==> src/rtl/stack_sequencer.sv <==
// Push/pop sequencer between the four-entry register file and data memory.
// Moves ACC/RA to or from the downward-growing stack and then writes back SP.
module stack_sequencer #(
    parameter logic [15:0] STACK_BASE  = 16'hFFFF,
    parameter logic [15:0] STACK_LIMIT = 16'hFF00
) (
    input  logic        CLK,
    input  logic        rst,
    input  logic        start,
    input  logic [1:0]  op,
    input  logic [15:0] SP,
    input  logic [15:0] ACC,
    input  logic [15:0] RA,
    output logic [15:0] mem_addr,
    output logic [15:0] mem_wdata,
    output logic        mem_we,
    output logic        mem_re,
    input  logic [15:0] mem_rdata,
    input  logic        mem_ready,
    output logic        write,
    output logic [1:0]  Dest,
    output logic [15:0] wrData,
    output logic        busy,
    output logic        done,
    output logic        err
);

    localparam logic [2:0] S_IDLE    = 3'd0;
    localparam logic [2:0] S_MEM     = 3'd1;
    localparam logic [2:0] S_WB_DATA = 3'd2;
    localparam logic [2:0] S_WB_SP   = 3'd3;
    localparam logic [2:0] S_ERR     = 3'd4;

    logic [2:0]  state_q, state_d;
    logic [1:0]  op_q, op_d;
    logic [15:0] sp_q, sp_d;
    // Holds the push source value, then reused for the popped data.
    logic [15:0] val_q, val_d;

    logic        start_pop;
    logic        start_fault;
    logic        pop_q;
    logic [15:0] sp_inc;
    logic [15:0] sp_dec;

    assign start_pop   = op[0];
    assign start_fault = start_pop ? (SP == STACK_BASE) : (SP == STACK_LIMIT);
    assign pop_q       = op_q[0];
    assign sp_inc      = sp_q + 16'd1;
    assign sp_dec      = sp_q - 16'd1;

    always_comb begin
        state_d = state_q;
        op_d    = op_q;
        sp_d    = sp_q;
        val_d   = val_q;
        case (state_q)
            S_IDLE: begin
                if (start) begin
                    op_d    = op;
                    sp_d    = SP;
                    val_d   = op[1] ? RA : ACC;
                    state_d = start_fault ? S_ERR : S_MEM;
                end
            end
            S_MEM: begin
                if (mem_ready) begin
                    if (pop_q) begin
                        val_d   = mem_rdata;
                        state_d = S_WB_DATA;
                    end else begin
                        state_d = S_WB_SP;
                    end
                end
            end
            S_WB_DATA: state_d = S_WB_SP;
            S_WB_SP:   state_d = S_IDLE;
            S_ERR:     state_d = S_IDLE;
            default:   state_d = S_IDLE;
        endcase
    end

    always_ff @(posedge CLK) begin
        if (rst) begin
            state_q <= S_IDLE;
            op_q    <= 2'b00;
            sp_q    <= 16'h0000;
            val_q   <= 16'h0000;
        end else begin
            state_q <= state_d;
            op_q    <= op_d;
            sp_q    <= sp_d;
            val_q   <= val_d;
        end
    end

    // Outputs decode from registered state only, so they are quiet in IDLE.
    always_comb begin
        mem_addr  = 16'h0000;
        mem_wdata = 16'h0000;
        mem_we    = 1'b0;
        mem_re    = 1'b0;
        write     = 1'b0;
        Dest      = 2'b00;
        wrData    = 16'h0000;
        done      = 1'b0;
        err       = 1'b0;
        case (state_q)
            S_MEM: begin
                mem_addr  = pop_q ? sp_inc : sp_q;
                mem_wdata = pop_q ? 16'h0000 : val_q;
                mem_we    = ~pop_q;
                mem_re    = pop_q;
            end
            S_WB_DATA: begin
                write  = 1'b1;
                Dest   = {op_q[1], op_q[1]};
                wrData = val_q;
            end
            S_WB_SP: begin
                write  = 1'b1;
                Dest   = 2'b10;
                wrData = pop_q ? sp_inc : sp_dec;
                done   = 1'b1;
            end
            S_ERR: begin
                done = 1'b1;
                err  = 1'b1;
            end
            default: ;
        endcase
    end

    assign busy = (state_q != S_IDLE);

endmodule

==> config.mk <==
export PLATFORM = sky130hd
export DESIGN_NAME = stack_sequencer
export DESIGN_NICKNAME = d
export VERILOG_FILES = /design/src/rtl/stack_sequencer.sv
export SDC_FILE = /design/constraint.sdc
export NUM_CORES = 1
export LEC_CHECK = 0
export CAP_MARGIN = 20
export CORE_MARGIN = 2
export CORE_UTILIZATION = 47
export CTS_BUF_LIST = sky130_fd_sc_hd__clkbuf_8
export DETAILED_ROUTE_END_ITERATION = 10
export GPL_TIMING_DRIVEN = 0
export PLACE_DENSITY = 0.88
export SLEW_MARGIN = 10
export SYNTH_ARGS = -nofsm -noshare
export SYNTH_HDL_FRONTEND = slang
export SYNTH_SLANG_ARGS = --single-unit
==> constraint.sdc <==
create_clock -name CLK -period 5.9 [get_ports CLK]
set_clock_uncertainty 0.05 [all_clocks]
set_input_delay 1.18 -clock CLK [delete_from_list [all_inputs] [get_ports CLK]]
set_output_delay 1.18 -clock CLK [all_outputs]
set_load 0.01 [all_outputs]
==> flow_metrics.env <==
export IMPL_syn_cell_area_um2=2880
export IMPL_cts_tree="yes"
export IMPL_syn_inst=416
export IMPL_synth_area_leaders="dfxtp_1, nand2_1, a21oi_1"
export IMPL_numCtsBuffers=5
export IMPL_r2r_end="sp_q[14]$_SDFFE_PP0P_"
export IMPL_crit_fanout=10
export IMPL_cts_max_path_buffers=2
export IMPL_drc_errors=0
export IMPL_rows=28
export IMPL_fin_nets=620
export IMPL_place_detailed_hpwl_mm=7.91
export IMPL_syn_area_per_cell_um2=6.93
export IMPL_arrival_ns=2.88
export IMPL_die_width_um=82.3
export IMPL_drive_gt1_frac=0.0476
export IMPL_drv_slew=0
export IMPL_vias=3535
export IMPL_tns_ns=0
export IMPL_p_leak_nw=1.56
export IMPL_clockRootBuffer="clkbuf_8"
export IMPL_cts_sinks=37
export IMPL_ctsHoldBuffers=0
export IMPL_grt_max_degree=11
export IMPL_start_util=0.487
export IMPL_core_um2=5920
export IMPL_rsz0062_at_grt="false"
export IMPL_timing_rr_start="state_q[1]$_SDFFE_PP0P_"
export IMPL_synth_commonest_cells="nand2_1, a21oi_1, dfxtp_1"
export IMPL_synth_top_area_frac=0.257
export IMPL_gp_congestion=0.876
export IMPL_first_iter_violations=197
export IMPL_cts_resized=0
export IMPL_grt_pass1_wl_mm=15.5
export IMPL_routedWlPerCell_um=15.6
export IMPL_cp_start_kind="flop"
export IMPL_die_y_um=82.3
export IMPL_synth_most_common_cell="nand2_1"
export IMPL_cts_setup_buffers=0
export IMPL_synthFlopType="dfxtp_1"
export IMPL_placed_cell_area_um2=4210
export IMPL_cp_data_required_time_ns=4.67
export IMPL_clkTransAtPathRegs_ns=0.07
export IMPL_synth_nets=490
export IMPL_yosysSeqAreaShare=0.257
export IMPL_synthArstFlopShare=0
export IMPL_num_antenna_cells=0
export IMPL_power_density_nw_per_um2=188
export IMPL_ff2ff_path_depth=6
export IMPL_fin_area_um2=4290
export IMPL_max_slew_margin=0.594
export IMPL_vdd_drop_max_uv=141
export IMPL_synth_warnings=0
export IMPL_hold_depth=2
export IMPL_r2r_slack_ns=3.73
export IMPL_clock_latency_ns=0.29
export IMPL_ys_seq_elements=37
export IMPL_die_area_um2=6780
export IMPL_portBuffers=123
export IMPL_crit_path_end_kind="output port"
export IMPL_busiest_layer="met2"
export IMPL_worstSetupPathType="flop to output port"
export IMPL_grt_pass1_vias=3309
export IMPL_layout_min_cycle_time_ns=4.11
export IMPL_hold_class="flop to flop"
export IMPL_setup_worst_path_end="wrData[13]"
export IMPL_fmax_ghz=0.243
export IMPL_use_met3=0.0402
export IMPL_met1_usage=0.359
export IMPL_finalHoldViolCount=0
export IMPL_worst_pin_slew_ns=0.609
export IMPL_first_pass_iters=5
export IMPL_critPathLaunch="op_q[0]$_SDFFE_PP0P_"
export IMPL_grt_antenna_before_repair=0
export IMPL_io_pins=126
export IMPL_holdWs_ns=0.425
export IMPL_finalPower_mw=0.805
export IMPL_synth_cell_type_count=41
export IMPL_postRouteAntennaNets=0
export IMPL_use_met2=0.537
export IMPL_outcome="complete, no violations"
export IMPL_htree_levels=2
export IMPL_grt_usage=0.296
export IMPL_wl_mm=9.70
export IMPL_holdCritStartpoint="val_q[8]$_SDFFE_PP0P_"
export IMPL_yosysTopAreaCell="dfxtp_1"
export IMPL_fin_crit_sh=0.697
export IMPL_area_growth_pct=49.0
export IMPL_synth_edf_count=0
export IMPL_final_setup_viol_count=0
export IMPL_cap_violations=0
export IMPL_via_per_inst=5.69
export IMPL_grt_overflow_total=0
## where the power goes
part	internal, mW	switching, mW	total (mW)	leakage (nW)
clock	0.0910	0.0860	0.177	0.0485
combinational	0.156	0.180	0.336	1.20
sequential	0.273	0.0186	0.292	0.304
total	0.520	0.285	0.805	1.56
## sequential cells by signal (all words and copies together), names as in the netlist
| signal | flops |
|---|---|
| op_q | 2 |
| sp_q | 16 |
| state_q | 3 |
| val_q | 16 |
## routing by layer
layer	wire length (µm)	share of wire
met4	224	0.023
met2	4970	0.51
met1	3950	0.41
met5	0	0
met3	554	0.057
## layout by cell type (no fill, tap or decap), types with 2 or more instances in the layout
cell type,synthesis,layout
a21oi_1,47,47
a31o_2,2,2
and2_1,17,17
and3_1,3,3
buf_1,3,3
buf_2,8,8
buf_6,3,3
clkbuf_1,22,22
clkbuf_8,0,6
clkdlybuf4s50_1,0,123
clkinv_1,2,2
dfxtp_1,37,37
ha_1,4,4
inv_1,8,9
mux2i_1,22,22
nand2_1,80,80
nand3_1,16,16
nand4_1,12,12
nor2_1,27,27
nor2b_1,3,3
nor3_1,10,10
nor4_1,10,10
o211ai_1,17,17
o21ai_0,12,12
o21ai_1,4,4
or2_2,2,2
or3_1,9,9
or4_1,5,5
xnor2_1,14,14
xor2_1,4,4
## how the worst min path moves through the flow
stage	end	slack, ns
after global routing	op_q[1]$_SDFFE_PP0P_	0.45
after global placement	val_q[14]$_SDFFE_PP0P_	0.41
after detailed placement	val_q[8]$_SDFFE_PP0P_	0.42
after floorplan	val_q[0]$_SDFFE_PP0P_	0.39
final	val_q[8]$_SDFFE_PP0P_	0.42
after CTS	val_q[8]$_SDFFE_PP0P_	0.43
## cell families (layout without fill, tap and decap cells)
family | Yosys count | after routing | synth area share
simple gates | 202 | 202 | 0.351
buf+inv | 46 | 176 | 0.0712
flops | 37 | 37 | 0.257
xor+xnor | 18 | 18 | 0.0547
fa+ha+maj | 4 | 4 | 0.0174
mux | 22 | 22 | 0.0764
compound gates | 87 | 87 | 0.173
## area by class of cell
class	instances	area [µm²]
timing repair buffer	123	1230
clock buffer	6	82.6
fill	506	1630
inverter	10	37.5
buffer	36	168
tap	75	93.8
multi-input combinational	333	1940
sequential	37	741
clock inverter	1	3.75
## stage by stage
step / setup WS, ns / util / instances
floorplan: 2.83 / - / 416
CTS: 1.81 / 0.725 / 621
global route: 1.56 / 0.725 / 621
finish: 1.79 / 0.725 / 621
detailed placement: 2.12 / 0.711 / 614
global placement: 2.18 / 0.711 / 614
## worst max-delay path, cell delays in order (launching register included)
cell and delay [ns]:
dfxtp_1 0.36, buf_2 0.25, nand4_1 0.25, clkbuf_1 0.31
nor4_1 0.45, a21oi_1 0.11, mux2i_1 0.18, a31o_2 0.13
clkdlybuf4s50_1 0.56
No activity file was read; power rests on OpenSTA's default activity.
